### config.mk
export PLATFORM = sky130hd
export DESIGN_NAME = rr_arb_mux2_4b
export DESIGN_NICKNAME = d
export VERILOG_FILES = /design/src/rtl/arb_pkg.sv /design/src/rtl/Mux2_4b.sv /design/src/rtl/rr_arb_mux2_4b.sv
export SDC_FILE = /design/constraint.sdc
export NUM_CORES = 1
export LEC_CHECK = 0
export CORE_AREA = 2 2 39 41
export CTS_CLUSTER_DIAMETER = 100
export DETAILED_ROUTE_END_ITERATION = 10
export DIE_AREA = 0 0 41 43
export MAX_ROUTING_LAYER = met4
export PLACE_DENSITY = 0.76
export SLEW_MARGIN = 20
export SYNTH_ARGS = -nofsm -noshare
export SYNTH_HDL_FRONTEND = slang
export SYNTH_SLANG_ARGS = --single-unit
### constraint.sdc
create_clock -name clk -period 2.7 [get_ports clk]
set_input_delay 0.54 -clock clk [delete_from_list [all_inputs] [get_ports clk]]
set_output_delay 0.54 -clock clk [all_outputs]
set_load 0.05 [all_outputs]
### src/rtl/arb_pkg.sv
// -----------------------------------------------------------------------------
// arb_pkg
// Shared types and constants for the rr_arb_mux2_4b arbiter slice.
//   arb_state_t : ARB (free to arbitrate) / LOCK (grant held for a packet)
//   NBITS       : message width, fixed at 4 by the Mux2_4b datapath
//   SRC_IN0/1   : requester indices, also used as the mux select value
//   rr_pick()   : round-robin choice between two requesters, no lock state
// -----------------------------------------------------------------------------
package arb_pkg;

    typedef enum logic {
        ARB  = 1'b0,
        LOCK = 1'b1
    } arb_state_t;

    localparam int   NBITS   = 4;
    localparam logic SRC_IN0 = 1'b0;
    localparam logic SRC_IN1 = 1'b1;

    // With both requesters valid the preferred one (prio) wins; otherwise the
    // single valid requester wins. With neither valid the result is don't-care
    // because the caller qualifies the grant with the valid bits.
    function automatic logic rr_pick(input logic v0, input logic v1, input logic prio);
        if (v0 && v1) begin
            return prio;
        end else if (v1) begin
            return SRC_IN1;
        end else begin
            return SRC_IN0;
        end
    endfunction

endpackage

### src/rtl/Mux2_4b.sv
// -----------------------------------------------------------------------------
// Mux2_4b
// Two-input, 4-bit combinational multiplexer used as the shared datapath.
// Ports:
//   i_in0 [3:0] : selected when i_sel = 0
//   i_in1 [3:0] : selected when i_sel = 1
//   i_sel       : select
//   o_out [3:0] : selected data
// -----------------------------------------------------------------------------
module Mux2_4b
    import arb_pkg::*;
(
    input  logic [NBITS-1:0] i_in0,
    input  logic [NBITS-1:0] i_in1,
    input  logic             i_sel,
    output logic [NBITS-1:0] o_out
);

    assign o_out = i_sel ? i_in1 : i_in0;

endmodule

### src/rtl/rr_arb_mux2_4b.sv
// -----------------------------------------------------------------------------
// rr_arb_mux2_4b
// Round-robin arbiter sharing one Mux2_4b datapath between two val/rdy
// requesters. Multi-beat packets hold the grant until their last beat is
// accepted. Accepted beats land in a single-entry output register.
// Ports:
//   clk, reset_n                  : rising-edge clock, async active-low reset
//   in0_val/rdy/msg[3:0]/last     : requester 0 beat channel
//   in1_val/rdy/msg[3:0]/last     : requester 1 beat channel
//   out_val/rdy/msg[3:0]/last     : registered downstream beat channel
//   out_src                       : requester that produced the output beat
// -----------------------------------------------------------------------------
module rr_arb_mux2_4b
    import arb_pkg::*;
(
    input  logic             clk,
    input  logic             reset_n,

    input  logic             in0_val,
    output logic             in0_rdy,
    input  logic [NBITS-1:0] in0_msg,
    input  logic             in0_last,

    input  logic             in1_val,
    output logic             in1_rdy,
    input  logic [NBITS-1:0] in1_msg,
    input  logic             in1_last,

    output logic             out_val,
    input  logic             out_rdy,
    output logic [NBITS-1:0] out_msg,
    output logic             out_last,
    output logic             out_src
);

    arb_state_t       r_state;
    logic             r_prio;   // preferred requester while in ARB
    logic             r_owner;  // grant holder while in LOCK

    logic             w_can_acc;
    logic             w_gnt_vld;
    logic             w_gnt_idx;
    logic             w_xfer;
    logic             w_last;
    logic [NBITS-1:0] w_msg;

    // The output register can take a new beat when empty or when its current
    // beat drains on this same edge, giving one beat per cycle.
    assign w_can_acc = !out_val || out_rdy;

    // NOTE: every signal written in an always_comb gets a default first so no
    // path leaves it unassigned, which would otherwise infer a latch.
    always_comb begin
        w_gnt_vld = 1'b0;
        w_gnt_idx = SRC_IN0;
        if (r_state == LOCK) begin
            // The owner keeps the grant even while its val is low, so the
            // other requester stalls through any bubble inside the packet.
            w_gnt_vld = 1'b1;
            w_gnt_idx = r_owner;
        end else begin
            w_gnt_vld = in0_val || in1_val;
            w_gnt_idx = rr_pick(in0_val, in1_val, r_prio);
        end
    end

    // reset_n gates the ready outputs so nothing is accepted while in reset.
    assign in0_rdy = reset_n && w_gnt_vld && (w_gnt_idx == SRC_IN0) && w_can_acc && in0_val;
    assign in1_rdy = reset_n && w_gnt_vld && (w_gnt_idx == SRC_IN1) && w_can_acc && in1_val;
    assign w_xfer  = in0_rdy || in1_rdy;

    Mux2_4b u_mux (
        .i_in0 (in0_msg),
        .i_in1 (in1_msg),
        .i_sel (w_gnt_idx),
        .o_out (w_msg)
    );

    assign w_last = (w_gnt_idx == SRC_IN1) ? in1_last : in0_last;

    // NOTE: sequential state uses non-blocking assignments so every register
    // samples the pre-edge values, independent of statement order.
    always_ff @(posedge clk or negedge reset_n) begin
        if (!reset_n) begin
            r_state  <= ARB;
            r_prio   <= SRC_IN0;
            r_owner  <= SRC_IN0;
            out_val  <= 1'b0;
            out_msg  <= '0;
            out_last <= 1'b0;
            out_src  <= SRC_IN0;
        end else begin
            if (w_xfer) begin
                // A load takes priority over a drain: together they replace
                // the buffered beat with no bubble.
                out_val  <= 1'b1;
                out_msg  <= w_msg;
                out_last <= w_last;
                out_src  <= w_gnt_idx;
                if (w_last) begin
                    r_state <= ARB;
                    r_prio  <= ~w_gnt_idx;
                end else begin
                    r_state <= LOCK;
                    r_owner <= w_gnt_idx;
                end
            end else if (out_val && out_rdy) begin
                out_val <= 1'b0;
            end
        end
    end

endmodule

Word-level counts from Yosys, hierarchy flattened
Index checks and enable logic that the tools add are counted.
{ "op_classes": {"muxes": 9, "bitwise": 2, "n_reduce_logical": 16} }
{ "op_table": {"columns": ["operator", "n"], "rows": [
  ["logical AND 1 bit", 9],
  ["two-way mux 1 bit", 8],
  ["two-way mux 4 bit", 1],
  ["AND reduction 2 bit", 2],
  ["logical OR 1 bit", 3],
  ["inverter 1 bit", 2],
  ["nonzero test 2 bit", 1],
  ["logical NOT 1 bit", 1]
]} }
{ "totals": {"register_bits": 10, "inputBits": 15, "out_inout_bits": 9, "word_cells": 34} }

Depth between registers and ports, before layout
Gate-level depths: netlist of run 1.
{ "logic_depth": {"word_depth": 9, "depth_mapped": 5, "depth_no_buf": 4} }

By module
Synthesis of run 1 repeated with hierarchy kept, for this count alone.
{ "unflattened": {"cells_unflattened": 44, "area_unflattened_um2": 544.3} }
{ "by_module_without_submodules": {"columns": ["module", "instances", "cells_per_inst", "area_each_um2", "seq_area_each_um2"], "rows": [
  ["rr_arb_mux2_4b", 1, 40, 499.2, 250.2],
  ["Mux2_4b", 1, 4, 45.0, 0.0]
]} }

Least setup slack after synthesis of run 1
Ideal clock, no wire load.
{ "synth_path": {"path_type": "flip-flop to output port", "startpoint": "register out_val", "endpoint": "output in0_rdy", "t_arrival_ns": 1.672, "required_time_ns": 2.160, "setup_slack_ns": 0.488, "path_stages_with_launch": 5, "path_buffers": 1, "path_cell_list": "dfrtp_1 nand2b_1 clkbuf_1 nand3_1 nor2_1"} }
{ "synth_via": {"elab_chain_cells": 4} }
{ "synth_rtl": {"columns": ["element", "line", "text"], "rows": [
  ["from (decl)", "rr_arb_mux2_4b.sv:29", "output logic out_val,"],
  ["from (signal assigned)", "rr_arb_mux2_4b.sv:88", "out_val <= 1'b0;"],
  ["from (signal assigned)", "rr_arb_mux2_4b.sv:96", "out_val <= 1'b1;"],
  ["from (signal assigned)", "rr_arb_mux2_4b.sv:108", "out_val <= 1'b0;"],
  ["logical NOT 1 bit", "rr_arb_mux2_4b.sv:49", "assign w_can_acc = !out_val || out_rdy;"],
  ["logical OR 1 bit", "rr_arb_mux2_4b.sv:49", null],
  ["logical AND 1 bit (2 in series)", "rr_arb_mux2_4b.sv:68", "assign in0_rdy = reset_n && w_gnt_vld && (w_gnt_idx == SRC_IN0) && w_can_acc && in0_val;"],
  ["to (decl)", "rr_arb_mux2_4b.sv:20", "output logic in0_rdy,"]
]} }
Every way passes these cells.

Worst setup path in the final report of run 1
{ "layout_path": {"startpoint": "input in1_val", "endpoint": "output in1_rdy"} }
{ "layout_via": {"elab_chain_cells": 6, "elab_cells_between_ends": 10, "cone_classes": "4 x mux; 6 x reduce/logical"} }
{ "layout_rtl": {"columns": ["element", "line", "text"], "rows": [
  ["from (decl)", "rr_arb_mux2_4b.sv:24", "input logic in1_val,"],
  ["two-way mux 1 bit, or another cell as far along", "arb_pkg.sv:26", "end else if (v1) begin"],
  ["two-way mux 1 bit (on tied branches)", "arb_pkg.sv:24, rr_arb_mux2_4b.sv:56", null],
  ["two-way mux 1 bit or logical AND 1 bit (tied branches)", "rr_arb_mux2_4b.sv:56, rr_arb_mux2_4b.sv:69", null],
  ["logical AND 1 bit (2 in series)", "rr_arb_mux2_4b.sv:69", "assign in1_rdy = reset_n && w_gnt_vld && (w_gnt_idx == SRC_IN1) && w_can_acc && in1_val;"],
  ["logical AND 1 bit (*)", "rr_arb_mux2_4b.sv:69", null],
  ["to (decl)", "rr_arb_mux2_4b.sv:25", "output logic in1_rdy,"]
]} }
Mark *: on every way between the ends. The rest lies on a longest branch, timed or not.

==> flow_summary.ini, run 1 <==
[worst_setup_path]
path_delay_family = buffers and inverters
max_stage_delay_ps = 560
cp_slowest_cell = clkdlybuf4s50_1
critPathBufInv = 2
cp-end-kind = output port
worst_setup_path_start_kind = primary input
crit_chain = clkdlybuf4s50_1 > nand2b_1 > o21ai_1 > and4_1 > buf_12
worstSetupPathType = primary input to output port
cp_max_fo = 6
cp.arrival_ps = 1990
worstPathRequired_ps = 2160

[synth]
synth-seq-cells = 10
synth_top_family_by_area = compound AO/OA/AOI/OAI gates
synthMuxAreaShare = 0.1499
ys.flop_type = dfrtp_1
yosys-top-cells-count = 10 x dfrtp_1, 7 x nand2_1, 5 x a21oi_1, 5 x mux2i_1
synthAdderAreaFrac = 0
yosysWarnings = 0
synth-edff-count = 0
ys_types = 21
syn-num-nets = 69
yosysMostFrequentCell = dfrtp_1
ys_top_cells_by_area = dfrtp_1 47%, mux2i_1 9.4%, mux2_4 5.6%
synth_top_area_share = 0.4684
synth_compound_area_frac = 0.1850
syn_avg_cell_area_sq_um = 9.894
async_flop_share = 1.000
seq_area_frac_synth = 0.4684
syn_area_sq_um = 534.3
yosysTopAreaCell = dfrtp_1
synthCells = 54
synth_xor_area_frac = 0
synth_simple_gate_area_frac = 0.1616

[sta]
setup_tns_ps = 0
maxSlewHeadroom = 0.6684
fmax_mhz = 394.8
worst_pin_slew_ps = 495.8
final.period_utilization = 0.9380
fin_skew_ps = 7.932
timing.hold.ws_ps = 478.7
finalWorstSetupSlack_ps = 167.3
slew_viol_final = 0
setup-violations-final = 0
rsz0062_at_grt = no
layout_min_cycle_time_ps = 2533
finalHoldViolCount = 0

[placement]
place_congestion = 0.6883
dp_slack_ps = 213.3
portBuffers = 23
place_hpwl_microns = 912.9
place_area_sq_um = 795.8
dp.cells = 93

[layout]
final_nets = 97
syn_to_final_growth_pct = 53.16
n_fill_cell = 134
drive_gt1_frac = 0.1625
n_antenna_cell = 0
design_area_sq_um = 818.3
instances_no_fill = 96

[die]
boundaryPins = 24
start_util = 0.3861
die_x_microns = 41
die_h_microns = 43
core_region_area_sq_um = 1384
placementRows = 14
die_area_sq_um = 1763

[clock_network]
cts_tree = done
htree_levels = 1
cts_resized = 0
ctsRootBufferMaster = clkbuf_4
cts.sinks = 10
cts_inserted_buffers = 3
clkLatencyLatePin_ps = 260
post-cts-setup-buffer-count = 0
clk_pin_slew_ps = 50
clock_path_buffers = 2
cts_hold_buf = 0

[route]
dr.pass1.iters = 3
finalWirelength_microns = 1146
route.detailed.drc = 0
via_per_inst = 5.177
wl_per_cell_microns = 11.94
vias = 497
drt.antenna.violating_nets = 0
drt_iter0_drc = 4

[power_and_ir_drop]
leakage_uw = 0.0003533
irDropWorstVdd_v = 0.0006043
power_density_nw_per_um2 = 1064

[grt]
grt_pass1_wl_microns = 1938
grt_pass1_vias = 470
grt_usage = 0.1656
grt_max_degree = 11
overflow = 0
antenna_found_initial = 0

[job]
cap_violations = 0

[run_status]
outcome = finished clean

[hold_path]
hp-class = register to register
per-stage QoR:
step	util	total power, uW
final	0.5913	870.6
after floorplan	-	610.3
after global routing	0.5913	922.6
after global placement	0.5750	768.0
after detailed placement	0.5750	779.3
after CTS	0.5913	876.6
layout by cell type (no fill, tap or decap):
master,netlist,routed
clkdlybuf4s50_1,0,21
dfrtp_1,10,10
nand2_1,7,7
mux2i_1,5,5
a21oi_1,5,5
nor2_1,4,4
o21ai_0,4,4
clkbuf_4,0,3
buf_4,1,3
nand2b_1,2,2
inv_1,2,2
mux2_4,2,2
a31oi_1,2,2
nor2b_1,1,1
o21ai_1,1,1
nand3_1,1,1
and4_1,1,1
or2_2,1,1
o2111ai_2,1,1
o2111a_2,1,1
o21ai_2,1,1
nor4_1,1,1
buf_12,0,1
registers in the layout, indices dropped and copies added (netlist names):
| name | count |
|---|---|
| out_val | 1 |
| r_owner | 1 |
| out_msg | 4 |
| r_prio | 1 |
| r_state | 1 |
| out_last | 1 |
| out_src | 1 |
layer usage:
| layer | routed length, microns | part of all wire | GRT usage |
|---|---|---|---|
| met1 | 503 | 0.44 | 0.2048 |
| met2 | 563 | 0.49 | 0.2500 |
| met3 | 61 | 0.053 | 0.03141 |
| met4 | 18 | 0.016 | 0.08000 |
| met5 | 0 | 0 | - |
cell families (layout without fill, tap and decap cells):
family	count (synthesis)	after routing
AOI/OAI and AO/OA	15	15
buffers and inverters	4	30
DFF	10	10
muxes	7	7
and+or+nand+nor	18	18
area by class of cell:
cell class,instances,area (sq um),area share
Multi-Input combinational cell,40,265.3,0.3242
Timing Repair Buffer,25,252.7,0.3089
Sequential cell,10,250.2,0.3058
Clock buffer,3,22.52,0.02752
Tap cell,16,20.02,0.02446
Inverter,2,7.507,0.009174
worst paths after layout:
check	endpoint	start	cells after the start	slack [ps]
setup / recovery	in1_rdy	in1_val	5	170
hold / removal	out_msg[1]$_DFFE_PN0P_	out_msg[1]$_DFFE_PN0P_	2	480
setup reg to reg	r_state$_DFFE_PN0P_	r_state$_DFFE_PN0P_	5	1030
hold reg to reg	out_msg[1]$_DFFE_PN0P_	out_msg[1]$_DFFE_PN0P_	2	480
max in group asynchronous	r_prio$_DFFE_PN0P_	reset_n	2	1700
min in group asynchronous	out_msg[0]$_DFFE_PN0P_	reset_n	1	550
tightest hold or removal path, stage by stage (launching register included):
cell and delay (ps):
dfrtp_1 340, nand2_1 50, o21ai_0 60
power by group:
group | internal, uW | switching (uW) | leakage (uW)
sequential | 217 | 47.4 | 0.000124
clock | 51.2 | 45.9 | 0.0000138
combinational | 200 | 309 | 0.000216
total | 468 | 403 | 0.000353
Power figures use the tool's default switching activity.
==> run 2, diff against run 1 <==
CTS_BUF_LIST = sky130_fd_sc_hd__clkbuf_8   (was not set)
TNS_END_PERCENT = 1   (was not set)
==> flow_summary.ini, run 2 (synthesis gave the netlist of run 1 again) <==
[placement]
place_hpwl_microns = 912.9
dp_slack_ps = 213.3
portBuffers = 23
place_congestion = 0.6883

[layout]
max_flop_register = out_msg
largest_reg_flops = 4
syn_to_final_growth_pct = 56.67
final_common_cell = clkdlybuf4s50_1
final_nets = 97
fin_util = 0.6049
drive_gt1_frac = 0.1625
n_fill_cell = 134
n_antenna_cell = 0
layout_common_cells = 21 x clkdlybuf4s50_1, 10 x dfrtp_1, 7 x nand2_1

[die]
start_util = 0.3861
die_area_sq_um = 1763
die_h_microns = 43
placementRows = 14
die_x_microns = 41
core_region_area_sq_um = 1384
boundaryPins = 24

[clock_network]
htree_levels = 1
cts_tree = done
cts.sinks = 10
cts_resized = 0
cts_inserted_buffers = 3
ctsRootBufferMaster = clkbuf_8
cts_hold_buf = 0
clkLatencyLatePin_ps = 230
clk_pin_slew_ps = 40
post-cts-setup-buffer-count = 0
clock_path_buffers = 2

[sta]
final.period_utilization = 0.9377
maxSlewHeadroom = 0.6686
fmax_mhz = 395.0
worst_pin_slew_ps = 495.5
finalHoldViolCount = 0
layout_min_cycle_time_ps = 2532
setup_tns_ps = 0
slew_viol_final = 0
setup-violations-final = 0
finalWorstSetupSlack_ps = 168.1
rsz0062_at_grt = no
timing.hold.ws_ps = 474.9
fin_skew_ps = 5.402

[worst_setup_path]
worstSetupPathType = primary input to output port
cp-end-kind = output port
cp.arrival_ps = 1990
worstPathRequired_ps = 2160
cp_max_fo = 6
worst_setup_path_start_kind = primary input

[route]
drt_iter0_drc = 4
finalWirelength_microns = 1155
wl_per_cell_microns = 12.03
route.detailed.drc = 0
via_per_inst = 5.177
drt.antenna.violating_nets = 0
dr.pass1.iters = 4
vias = 497

[grt]
grt_pass1_vias = 476
grt_usage = 0.1709
antenna_found_initial = 0
grt_pass1_wl_microns = 1938
overflow = 0
grt_max_degree = 11

[power_and_ir_drop]
power_density_nw_per_um2 = 1102
irDropWorstVdd_v = 0.0006565
leakage_uw = 0.0003611

[run_status]
outcome = finished clean

[job]
cap_violations = 0

[hold_path]
hp-class = register to register
run 2: cell counts in the layout (fill, tap and decap cells not counted):
Identical to the previous run, type by type.
run 2: power by group:
| group | internal (uW) | switching, uW | leakage [uW] | total, uW |
|---|---|---|---|---|
| Sequential | 218 | 47.4 | 0.000124 | 265 |
| Combinational | 200 | 309 | 0.000216 | 509 |
| Clock | 97.0 | 51.1 | 0.0000216 | 148 |
| Total | 514 | 408 | 0.000361 | 922 |
run 2: stage by stage:
stage	power (uW)	cell area, sq um	cells
6_report	922.3	837.1	96
4_1_cts	930.6	837.1	96
3_5_place_dp	779.3	795.8	93
5_1_grt	976.5	837.1	96
2_1_floorplan	610.3	534.3	54
3_3_place_gp	768.0	795.8	93
run 2: critical path, stage by stage:
cell,delay (ps)
clkdlybuf4s50_1,560
nand2b_1,80
o21ai_1,350
and4_1,310
buf_12,150
run 2: worst paths after layout:
check	startpoint	to	slack [ps]	cells past startpoint
worst min-delay path	out_msg[1]$_DFFE_PN0P_	out_msg[1]$_DFFE_PN0P_	470	2
worst max-delay path	in1_val	in1_rdy	170	5
worst min register to register	out_msg[1]$_DFFE_PN0P_	out_msg[1]$_DFFE_PN0P_	470	2
min in group asynchronous	reset_n	out_msg[0]$_DFFE_PN0P_	580	1
worst max register to register	r_state$_DFFE_PN0P_	r_state$_DFFE_PN0P_	1030	5
max in group asynchronous	reset_n	r_prio$_DFFE_PN0P_	1670	2
run 2: cell type report:
class,count,area (sq um),share of cell area
multi-input combinational,40,265.3,0.3169
timing repair buffer,25,252.7,0.3019
sequential,10,250.2,0.2990
clock buffer,3,41.29,0.04933
tap,16,20.02,0.02392
inverter,2,7.507,0.008969
run 2: per-layer routing:
metal,vias up,GRT usage,part of all wire
li1,245,-,-
met4,0,0.1000,0.023
met3,3,0.04712,0.056
met2,19,0.2500,0.49
met5,-,-,0
met1,230,0.2014,0.43
